### src/rtl/uart_loader_if.sv
// Memory port-B write bus driven by the serial program loader.
//   mem_addr  : byte address of the current write
//   mem_wdata : assembled 32-bit little-endian word
//   mem_we    : write strobe
// master = loader (drives the bus), slave = memory / observer.
interface uart_loader_if;
    logic [31:0] mem_addr;
    logic [31:0] mem_wdata;
    logic        mem_we;

    modport master (output mem_addr, output mem_wdata, output mem_we);
    modport slave  (input  mem_addr, input  mem_wdata, input  mem_we);
endinterface

### src/rtl/uart_loader.sv
// Serial program loader: receives a little-endian 32-bit word count N over
// 8N1 UART, then N little-endian words, and writes them to consecutive word
// addresses starting at BASE_ADDR through the memory port-B write bus.
//   clk      : sole clock, all state on posedge
//   rst_n    : asynchronous active-low reset
//   rx       : UART serial input (idle high, asynchronous to clk)
//   start    : single-cycle load request, honoured only when idle
//   busy     : load in progress
//   done/err : sticky completion / failure flags, cleared by next start
//   word_cnt : words written so far in this load
//   mem      : memory write bus (address, data, write strobe)
module uart_loader #(
    parameter int          CLK_FREQ  = 100_000_000,
    parameter int          BAUD      = 115200,
    parameter logic [31:0] BASE_ADDR = 32'h0000_0000,
    parameter int          MAX_WORDS = 16384
) (
    input  logic          clk,
    input  logic          rst_n,
    input  logic          rx,
    input  logic          start,
    output logic          busy,
    output logic          done,
    output logic          err,
    output logic [15:0]   word_cnt,
    uart_loader_if.master mem
);
    localparam int CLKS_PER_BIT = CLK_FREQ / BAUD;
    localparam int CNT_W        = $clog2(CLKS_PER_BIT);
    localparam logic [CNT_W-1:0] BIT_LAST  = CNT_W'(CLKS_PER_BIT - 1);
    localparam logic [CNT_W-1:0] HALF_LAST = CNT_W'(CLKS_PER_BIT / 2 - 1);

    // ---------------- rx synchronizer + edge history ----------------
    logic sync1_reg, sync2_reg, rx_prev_reg;
    logic rx_s;

    always_ff @(posedge clk or negedge rst_n) begin
        if (!rst_n) begin
            sync1_reg   <= 1'b1;
            sync2_reg   <= 1'b1;
            rx_prev_reg <= 1'b1;
        end else begin
            sync1_reg   <= rx;
            sync2_reg   <= sync1_reg;
            rx_prev_reg <= sync2_reg;
        end
    end

    assign rx_s = sync2_reg;

    // ---------------- RX engine (free running) ----------------
    typedef enum logic [1:0] {R_IDLE, R_START, R_DATA, R_STOP} rx_state_t;

    rx_state_t        rx_state_reg, rx_state_next;
    logic [CNT_W-1:0] clk_cnt_reg, clk_cnt_next;
    logic [2:0]       bit_cnt_reg, bit_cnt_next;
    logic [7:0]       rx_byte_reg, rx_byte_next;
    logic             byte_valid, frame_err;

    always_ff @(posedge clk or negedge rst_n) begin
        if (!rst_n) begin
            rx_state_reg <= R_IDLE;
            clk_cnt_reg  <= '0;
            bit_cnt_reg  <= '0;
            rx_byte_reg  <= '0;
        end else begin
            rx_state_reg <= rx_state_next;
            clk_cnt_reg  <= clk_cnt_next;
            bit_cnt_reg  <= bit_cnt_next;
            rx_byte_reg  <= rx_byte_next;
        end
    end

    always_comb begin
        rx_state_next = rx_state_reg;
        clk_cnt_next  = clk_cnt_reg + CNT_W'(1);
        bit_cnt_next  = bit_cnt_reg;
        rx_byte_next  = rx_byte_reg;
        byte_valid    = 1'b0;
        frame_err     = 1'b0;
        case (rx_state_reg)
            R_IDLE: begin
                clk_cnt_next = '0;
                if (rx_prev_reg && !rx_s) begin
                    rx_state_next = R_START;
                    bit_cnt_next  = '0;
                end
            end
            R_START: begin
                // mid start bit: a line back high was only a glitch
                if (clk_cnt_reg == HALF_LAST) begin
                    clk_cnt_next  = '0;
                    rx_state_next = rx_s ? R_IDLE : R_DATA;
                end
            end
            R_DATA: begin
                if (clk_cnt_reg == BIT_LAST) begin
                    clk_cnt_next = '0;
                    rx_byte_next = {rx_s, rx_byte_reg[7:1]};
                    bit_cnt_next = bit_cnt_reg + 3'd1;
                    if (bit_cnt_reg == 3'd7)
                        rx_state_next = R_STOP;
                end
            end
            R_STOP: begin
                if (clk_cnt_reg == BIT_LAST) begin
                    clk_cnt_next  = '0;
                    byte_valid    = rx_s;
                    frame_err     = !rx_s;
                    rx_state_next = R_IDLE;
                end
            end
            default: rx_state_next = R_IDLE;
        endcase
    end

    // ---------------- load FSM ----------------
    typedef enum logic [2:0] {L_IDLE, L_HDR, L_DATA, L_WRITE, L_DONE, L_ERR} load_state_t;

    load_state_t state_reg, state_next;
    logic [1:0]  byte_idx_reg, byte_idx_next;
    logic [1:0]  we_cnt_reg, we_cnt_next;
    logic [31:0] n_words_reg, n_words_next;
    logic [31:0] wdata_reg, wdata_next;
    logic [31:0] addr_reg, addr_next;
    logic [15:0] word_cnt_reg, word_cnt_next;
    logic        done_reg, done_next;
    logic        err_reg, err_next;
    logic [31:0] hdr_word;
    logic [15:0] word_cnt_inc;

    always_ff @(posedge clk or negedge rst_n) begin
        if (!rst_n) begin
            state_reg    <= L_IDLE;
            byte_idx_reg <= '0;
            we_cnt_reg   <= '0;
            n_words_reg  <= '0;
            wdata_reg    <= '0;
            addr_reg     <= BASE_ADDR;
            word_cnt_reg <= '0;
            done_reg     <= 1'b0;
            err_reg      <= 1'b0;
        end else begin
            state_reg    <= state_next;
            byte_idx_reg <= byte_idx_next;
            we_cnt_reg   <= we_cnt_next;
            n_words_reg  <= n_words_next;
            wdata_reg    <= wdata_next;
            addr_reg     <= addr_next;
            word_cnt_reg <= word_cnt_next;
            done_reg     <= done_next;
            err_reg      <= err_next;
        end
    end

    always_comb begin
        state_next    = state_reg;
        byte_idx_next = byte_idx_reg;
        we_cnt_next   = we_cnt_reg;
        n_words_next  = n_words_reg;
        wdata_next    = wdata_reg;
        addr_next     = addr_reg;
        word_cnt_next = word_cnt_reg;
        done_next     = done_reg;
        err_next      = err_reg;
        // header value including the byte arriving this cycle
        hdr_word      = {rx_byte_reg, n_words_reg[31:8]};
        word_cnt_inc  = word_cnt_reg + 16'd1;
        case (state_reg)
            L_IDLE: begin
                if (start) begin
                    done_next     = 1'b0;
                    err_next      = 1'b0;
                    word_cnt_next = '0;
                    byte_idx_next = '0;
                    state_next    = L_HDR;
                end
            end
            L_HDR: begin
                if (frame_err) begin
                    state_next = L_ERR;
                end else if (byte_valid) begin
                    n_words_next  = hdr_word;
                    byte_idx_next = byte_idx_reg + 2'd1;
                    if (byte_idx_reg == 2'd3) begin
                        if (hdr_word == 32'd0) begin
                            state_next = L_DONE;
                        end else if (hdr_word > 32'(MAX_WORDS)) begin
                            state_next = L_ERR;
                        end else begin
                            state_next = L_DATA;
                            addr_next  = BASE_ADDR;
                        end
                    end
                end
            end
            L_DATA: begin
                if (frame_err) begin
                    state_next = L_ERR;
                end else if (byte_valid) begin
                    wdata_next    = {rx_byte_reg, wdata_reg[31:8]};
                    byte_idx_next = byte_idx_reg + 2'd1;
                    if (byte_idx_reg == 2'd3) begin
                        state_next  = L_WRITE;
                        we_cnt_next = '0;
                    end
                end
            end
            L_WRITE: begin
                // four-cycle strobe so the memory's 1-in-4 write phase is hit
                we_cnt_next = we_cnt_reg + 2'd1;
                if (we_cnt_reg == 2'd3) begin
                    word_cnt_next = word_cnt_inc;
                    addr_next     = addr_reg + 32'd4;
                    state_next    = ({16'd0, word_cnt_inc} == n_words_reg) ? L_DONE : L_DATA;
                end
            end
            L_DONE:  state_next = L_IDLE;
            L_ERR:   state_next = L_IDLE;
            default: state_next = L_IDLE;
        endcase
        // flags rise together with the state change so they lead busy's fall by zero cycles
        if (state_next == L_DONE) done_next = 1'b1;
        if (state_next == L_ERR)  err_next  = 1'b1;
    end

    assign busy          = (state_reg == L_HDR) || (state_reg == L_DATA) || (state_reg == L_WRITE);
    assign done          = done_reg;
    assign err           = err_reg;
    assign word_cnt      = word_cnt_reg;
    assign mem.mem_addr  = addr_reg;
    assign mem.mem_wdata = wdata_reg;
    assign mem.mem_we    = (state_reg == L_WRITE);
endmodule

### src/flat_wrapper.sv
// flat-port wrapper written by rule: the top's interface ports become plain ports
module uart_loader_flat 
#(
    parameter int          CLK_FREQ  = 100_000_000,
    parameter int          BAUD      = 115200,
    parameter logic [31:0] BASE_ADDR = 32'h0000_0000,
    parameter int          MAX_WORDS = 16384
)
  (clk, rst_n, rx, start, busy, done, err, word_cnt, mem_mem_addr, mem_mem_wdata, mem_mem_we);
  uart_loader_if mem_i ();
  input  logic clk;
  input  logic rst_n;
  input  logic rx;
  input  logic start;
  output logic busy;
  output logic done;
  output logic err;
  output logic [15:0] word_cnt;
  output wire logic [$bits(mem_i.mem_addr)-1:0] mem_mem_addr;
  output wire logic [$bits(mem_i.mem_wdata)-1:0] mem_mem_wdata;
  output wire logic [$bits(mem_i.mem_we)-1:0] mem_mem_we;
  assign mem_mem_addr = mem_i.mem_addr;
  assign mem_mem_wdata = mem_i.mem_wdata;
  assign mem_mem_we = mem_i.mem_we;
  uart_loader #(.CLK_FREQ(CLK_FREQ), .BAUD(BAUD), .BASE_ADDR(BASE_ADDR), .MAX_WORDS(MAX_WORDS)) u_core (.clk(clk), .rst_n(rst_n), .rx(rx), .start(start), .busy(busy), .done(done), .err(err), .word_cnt(word_cnt), .mem(mem_i));
endmodule
### config.mk
export PLATFORM = sky130hd
export DESIGN_NAME = uart_loader_flat
export DESIGN_NICKNAME = d
export VERILOG_FILES = /design/src/rtl/uart_loader_if.sv /design/src/rtl/uart_loader.sv /design/src/flat_wrapper.sv
export SDC_FILE = /design/constraint.sdc
export NUM_CORES = 1
export LEC_CHECK = 0
export CORE_UTILIZATION = 37
export DETAILED_ROUTE_END_ITERATION = 8
export RECOVER_POWER = 25
export SETUP_SLACK_MARGIN = 0.4
export SLEW_MARGIN = 20
export SYNTH_ARGS = -nofsm -noshare
export SYNTH_HDL_FRONTEND = slang
export SYNTH_SLANG_ARGS = --single-unit
### constraint.sdc
create_clock -name clk -period 2.6 [get_ports clk]
set_input_delay 0.52 -clock clk [delete_from_list [all_inputs] [get_ports clk]]
set_output_delay 0.52 -clock clk [all_outputs]
set_load 0.05 [all_outputs]
# --- Yosys cells after proc, flatten, opt, wreduce, memory -nomap -nowiden ---
# Cells that the tools add are included.
classes:
  add_sub_neg: 6
  n_mul: 0
  div: 0
  n_lt_le_gt_ge: 1
  n_eq_ne: 31
  shifts: 0
  n_mux: 51
  bitwise_logic: 1
  n_reduce_logical: 29
op_table:
  columns: ["operator", "count"]
  rows:
  - ["$mux 32", 6]
  - ["$pmux 32 s2", 1]
  - ["$mux 3", 13]
  - ["$add 32x3->32 const B", 1]
  - ["$eq 16x32->1", 1]
  - ["$gt 32x15->1 const B", 1]
  - ["$logic_not 32->1", 1]
  - ["$mux 16", 2]
  - ["$pmux 16 s2", 1]
  - ["$pmux 10 s3", 1]
  - ["$mux 2", 12]
  - ["$ne 2x1->1 const B", 11]
  - ["$mux 10", 2]
  - ["$reduce_bool 2->1", 9]
  - ["$add 16x1->16 const B", 1]
  - ["$ne 2x2->1 const B", 6]
  - ["$pmux 3 s4", 1]
  - ["$reduce_and 3->1", 4]
  - ["$add 10x1->10 const B", 1]
  - ["$eq 10x10->1 const B", 1]
  - ["$eq 10x9->1 const B", 1]
  - ["$eq 3x3->1 const B", 3]
  - ["$eq 2x2->1 const B", 4]
  - ["$mux 1", 8]
  - ["other kinds (19)", 27]
totals:
  reg_bits: 147
  latch_bits: 0
  ramBits: 0
  romBits: 0
  out_inout_bits: 84
  wordCells: 135
  mem_count: 0

# --- Depth between registers and ports, before layout ---
depth:
  depth_word: 10
  depth_mapped: 10
  ltp_nobuf: 9

# --- Least setup slack after synthesis ---
# OpenSTA, ideal clock, no wires.
synth_path:
  kind: "reg-to-reg"
  startpoint: "reg u_core.word_cnt_reg[0] (netlist: u_core.word_cnt[0])"
  endpoint: "reg u_core.err_reg (netlist: u_core.err)"
  setup_time_ns: 0.067
  t_arrival_ns: 2.396
  t_required_ns: 2.533
  setup_slack_ns: 0.137
  stages_incl_launch_ff: 10
  period_less_slack_ns: 2.463
  path_cell_list: "dfrtp_1 ha_1 nand3_1 or3b_1 a21oi_1 o221ai_1 nor4_2 o21ai_1 inv_1 a22o_1"
synth_via:
  elab_chain_cells: 8
  elab_cells_between_ends: 10
synth_lines:
  columns: ["item", "line", "source"]
  rows:
  - ["from (decl)", "uart_loader.sv:126", "logic [15:0] word_cnt_reg, word_cnt_next;"]
  - ["from (signal assigned)", "uart_loader.sv:150", "word_cnt_reg <= word_cnt_next;"]
  - ["$add 16x1->16 (*)", "uart_loader.sv:168", "word_cnt_inc = word_cnt_reg + 16'd1;"]
  - ["$eq 16x32->1 (*)", "uart_loader.sv:215", "state_next = ({16'd0, word_cnt_inc} == n_words_reg) ? L_DONE : L_DATA;"]
  - ["$mux 3 (*)", "uart_loader.sv:215", null]
  - ["$mux 3 (*)", "uart_loader.sv:212", "if (we_cnt_reg == 2'd3) begin"]
  - ["$pmux 3 s4 (*)", "uart_loader.sv:169", "case (state_reg)"]
  - ["via u_core.state_next[2]", "uart_loader.sv:120", "load_state_t state_reg, state_next;"]
  - ["$eq 3x3->1 (*)", "uart_loader.sv:224", "if (state_next == L_ERR) err_next = 1'b1;"]
  - ["$reduce_bool 2->1 (no line)", null, null]
  - ["$reduce_and 2->1 (no line)", null, null]
  - ["to (signal assigned)", "uart_loader.sv:152", "err_reg <= err_next;"]
  - ["to (decl)", "uart_loader.sv:128", "logic err_reg, err_next;"]
# The timed path passes the listed nets; every way through them passes the cells marked *.
# A chain may end at the register's enable or synchronous reset.

# --- Worst setup path in the final report ---
layout_path:
  startpoint: "reg u_core.n_words_reg[23]"
  endpoint: "reg u_core.addr_reg[28] (netlist: u_core.mem.mem_addr[28])"
layout_via:
  elab_chain_cells: 3
  elab_cells_between_ends: 5
layout_lines:
  columns: ["item", "line", "source"]
  rows:
  - ["from (decl)", "uart_loader.sv:123", "logic [31:0] n_words_reg, n_words_next;"]
  - ["from (signal assigned)", "uart_loader.sv:147", "n_words_reg <= n_words_next;"]
  - ["$gt 32x15->1 or $logic_not 32->1 (tied branches)", "uart_loader.sv:188, uart_loader.sv:186", null]
  - ["$ne 2x2->1 (no line)", null, null]
  - ["$reduce_and 7->1 (no line) (*)", null, null]
  - ["to (signal assigned)", "uart_loader.sv:149", "addr_reg <= addr_next;"]
  - ["to (decl)", "uart_loader.sv:125", "logic [31:0] addr_reg, addr_next;"]
# Every way passes the cells marked *; elsewhere a longest branch is shown, timed or not.

==> results_dict.tcl <==
set metrics [dict create \
    antenna_found_initial 0 \
    grt_max_degree 58 \
    numCtsBuffers 17 \
    synth_common_cells "dfrtp_1, nand2_1, nor2_1" \
    synthAdderAreaFrac 0.0141 \
    rsz0062_at_grt "yes" \
    synth.largest_area_cell "dfrtp_1" \
    fmax_mhz 449 \
    insertedDiodeCount 0 \
    synth-seq-cells 145 \
    wirelength_um 16600 \
    critPathRequiredTime_ns 2.91 \
    core_area_sq_um 18800 \
    setup.worst_path.end_class "flip-flop" \
    dpl.hpwl_um 11500 \
    vias 5441 \
    fin_skew_ns 0.0101 \
    worstPathArrival_ns 2.54 \
    synth_compound_area_frac 0.0821 \
    max_slew_margin -0.0361 \
    num_io_pins 88 \
    clock_path_buffers 2 \
    dieArea_sq_um 19700 \
    path_clk_slew_ns 0.07 \
    synth-async-reset-ratio 1.00 \
    initial_utilization 0.378 \
    viasPerCell 5.32 \
    outcome "finished with violations" \
    synth_edf_count 0 \
    cts_root_buffer "clkbuf_16" \
    cp_max_fo 9 \
    rows 50 \
    synth_mux_area_frac 0.111 \
    drtPass1Iterations 5 \
    maxSlewViolCount 56 \
    synth_cell_types 63 \
    wl_per_cell_um 16.3 \
    cts_tree "done" \
    nets 787 \
    die_h_um 140 \
    synth_area_leaders "dfrtp_1, mux2_2, nand2_1" \
    leakagePower_uw 0.00457 \
    grt_usage 0.177 \
    synth.most_common_cell "dfrtp_1" \
    post-route-util 0.496 \
    grt_pass1_vias 5315 \
    critPathKind "reg2reg" \
    timing_worst_slew_pin_value_ns 1.55 \
    peakVddDrop_mv 0.448 \
    synth_top_area_frac 0.502 \
    maxCapViolCount 1 \
    overflow 0 \
    io_buffers 85 \
    pwr_density_cell_nw_per_um2 550 \
    drt_iter0_drc 301 \
    area_delta_synth_final_pct 31.3 \
    htreeDepth 4 \
    yosys_warnings 0 \
    seq_area_frac_synth 0.513 \
    setup-tns-final_ns 0 \
    syn_area_per_cell_sq_um 10.7 \
    layout-drive-gt1-share 0.268 \
    min_period_over_period 0.857 \
    synthFlopType "dfrtp_1" \
    critPathLaunchType "flip-flop" \
    drcViolationCount 0 \
    fp.dieW_um 140 \
    synth_top_family_by_area "simple AND/OR/NAND/NOR gates" \
    hold_path_class "reg2reg" \
    hold_viol_final 0 \
    cts_sinks 145 \
    setup_viol 0 \
    syn_inst 662 \
    ant_nets 0 \
    syn_area_sq_um 7090 \
    synth-xor-area-share 0.0712 \
    yosys.area_share.simple 0.179 \
    grt_first_pass_wirelength_um 27600 \
    finalCriticalPeriod_ns 2.23 \
    violations "capacitance limit, slew limit" \
    gp_congestion 0.838 \
    clk_latency_ns 0.42 \
    postCtsHoldBufs 0 \
]
path summary, 6_finish.rpt:
kind | startpoint | end | slack, ns | cells past startpoint
worst max register to register | u_core.n_words_reg[23]$_DFFE_PN0P_ | u_core.mem.mem_addr[28]$_DFFE_PN0P_ | 0.37 | 8
min in group asynchronous | rst_n | u_core.mem.mem_addr[30]$_DFFE_PN0P_ | 0.47 | 1
worst max-delay path | u_core.n_words_reg[23]$_DFFE_PN0P_ | u_core.mem.mem_addr[28]$_DFFE_PN0P_ | 0.37 | 8
worst min register to register | u_core.sync1_reg$_DFF_PN1_ | u_core.rx_s$_DFF_PN1_ | 0.36 | 0
worst min-delay path | u_core.sync1_reg$_DFF_PN1_ | u_core.rx_s$_DFF_PN1_ | 0.36 | 0
max in group asynchronous | rst_n | u_core.sync1_reg$_DFF_PN1_ | 1.04 | 2
power by group:
part           internal (uW)  switching [uW]  leakage [uW]
Clock                   1370            1070      0.000289
Sequential              2300            62.3       0.00197
Combinational            111             205       0.00231
Total                   3770            1340       0.00457
critical path, stage by stage (launching register included):
cell,delay [ns]
dfrtp_2,0.43
nor4_4,0.29
nand4_1,0.23
mux2_4,0.37
and3_4,0.20
buf_8,0.15
o2111ai_1,0.22
xor2_1,0.17
nor2_1,0.05
through the flow:
step                      cells  cell area, sq um  power (uW)  hold WS [ns]  setup WS (ns)
final                      1022              9300        5110         0.363          0.371
after global routing       1022              9300        5310         0.365          0.210
after CTS                  1014              9060        5170        0.0807          0.313
after detailed placement    967              8290        2700         0.348          0.190
after global placement      967              8290        2690         0.345          0.351
after floorplan             663              7180        2570         0.224          0.340
final cells by class:
class	count	area [sq um]
fillers	1695	9470
repair buffers	126	1220
inverters	9	33.8
multi-input cells	476	3510
flip-flops and latches	145	3660
clock buffers	17	425
clock inverters	15	165
well taps	234	293
cells in the final DEF (no fill, tap or decap), types with 5 or more instances in the layout:
| cell type | instances |
|---|---|
| inv_1 | 9 |
| nand2_1 | 73 |
| and2_1 | 5 |
| o211ai_1 | 5 |
| o21ai_0 | 44 |
| xor2_1 | 31 |
| o21ai_1 | 5 |
| o2111ai_2 | 5 |
| nand4_1 | 9 |
| xnor2_1 | 23 |
| dlymetal6s2s_1 | 16 |
| nor2_1 | 66 |
| clkbuf_16 | 17 |
| mux2_2 | 66 |
| dfrtp_2 | 21 |
| nand3_1 | 24 |
| inv_8 | 6 |
| clkdlybuf4s50_1 | 44 |
| nor4_2 | 7 |
| buf_4 | 34 |
| ha_1 | 6 |
| dfrtp_1 | 121 |
| nor2b_1 | 5 |
| and3_1 | 13 |
| dlygate4sd2_1 | 21 |
logic make-up (layout without fill, tap and decap cells):
group / count (synthesis) / count (layout)
AND/OR/NAND/NOR: 248 / 248
AO/OA/AOI/OAI: 92 / 92
adder cells (fa/ha/maj): 8 / 8
buffers and inverters: 42 / 167
other: 1 / 2
XOR/XNOR: 56 / 56
flip-flops: 145 / 145
multiplexers: 70 / 70
routing by layer:
metal | vias to the layer above | track usage | wire (um)
li1 | 2582 | - | -
met1 | 2722 | 0.232 | 7750
met3 | 15 | 0.0362 | 587
met5 | - | 0 | 0
met2 | 122 | 0.288 | 8090
met4 | 0 | 0.0677 | 218
repair_timing:
item,CTS,global route
pin swaps,10,18
setup endpoints to repair,49,47
setup buffers,15,7
gates resized for setup,43,53
gates cloned,0,1
No activity file was read; power rests on OpenSTA's default activity.
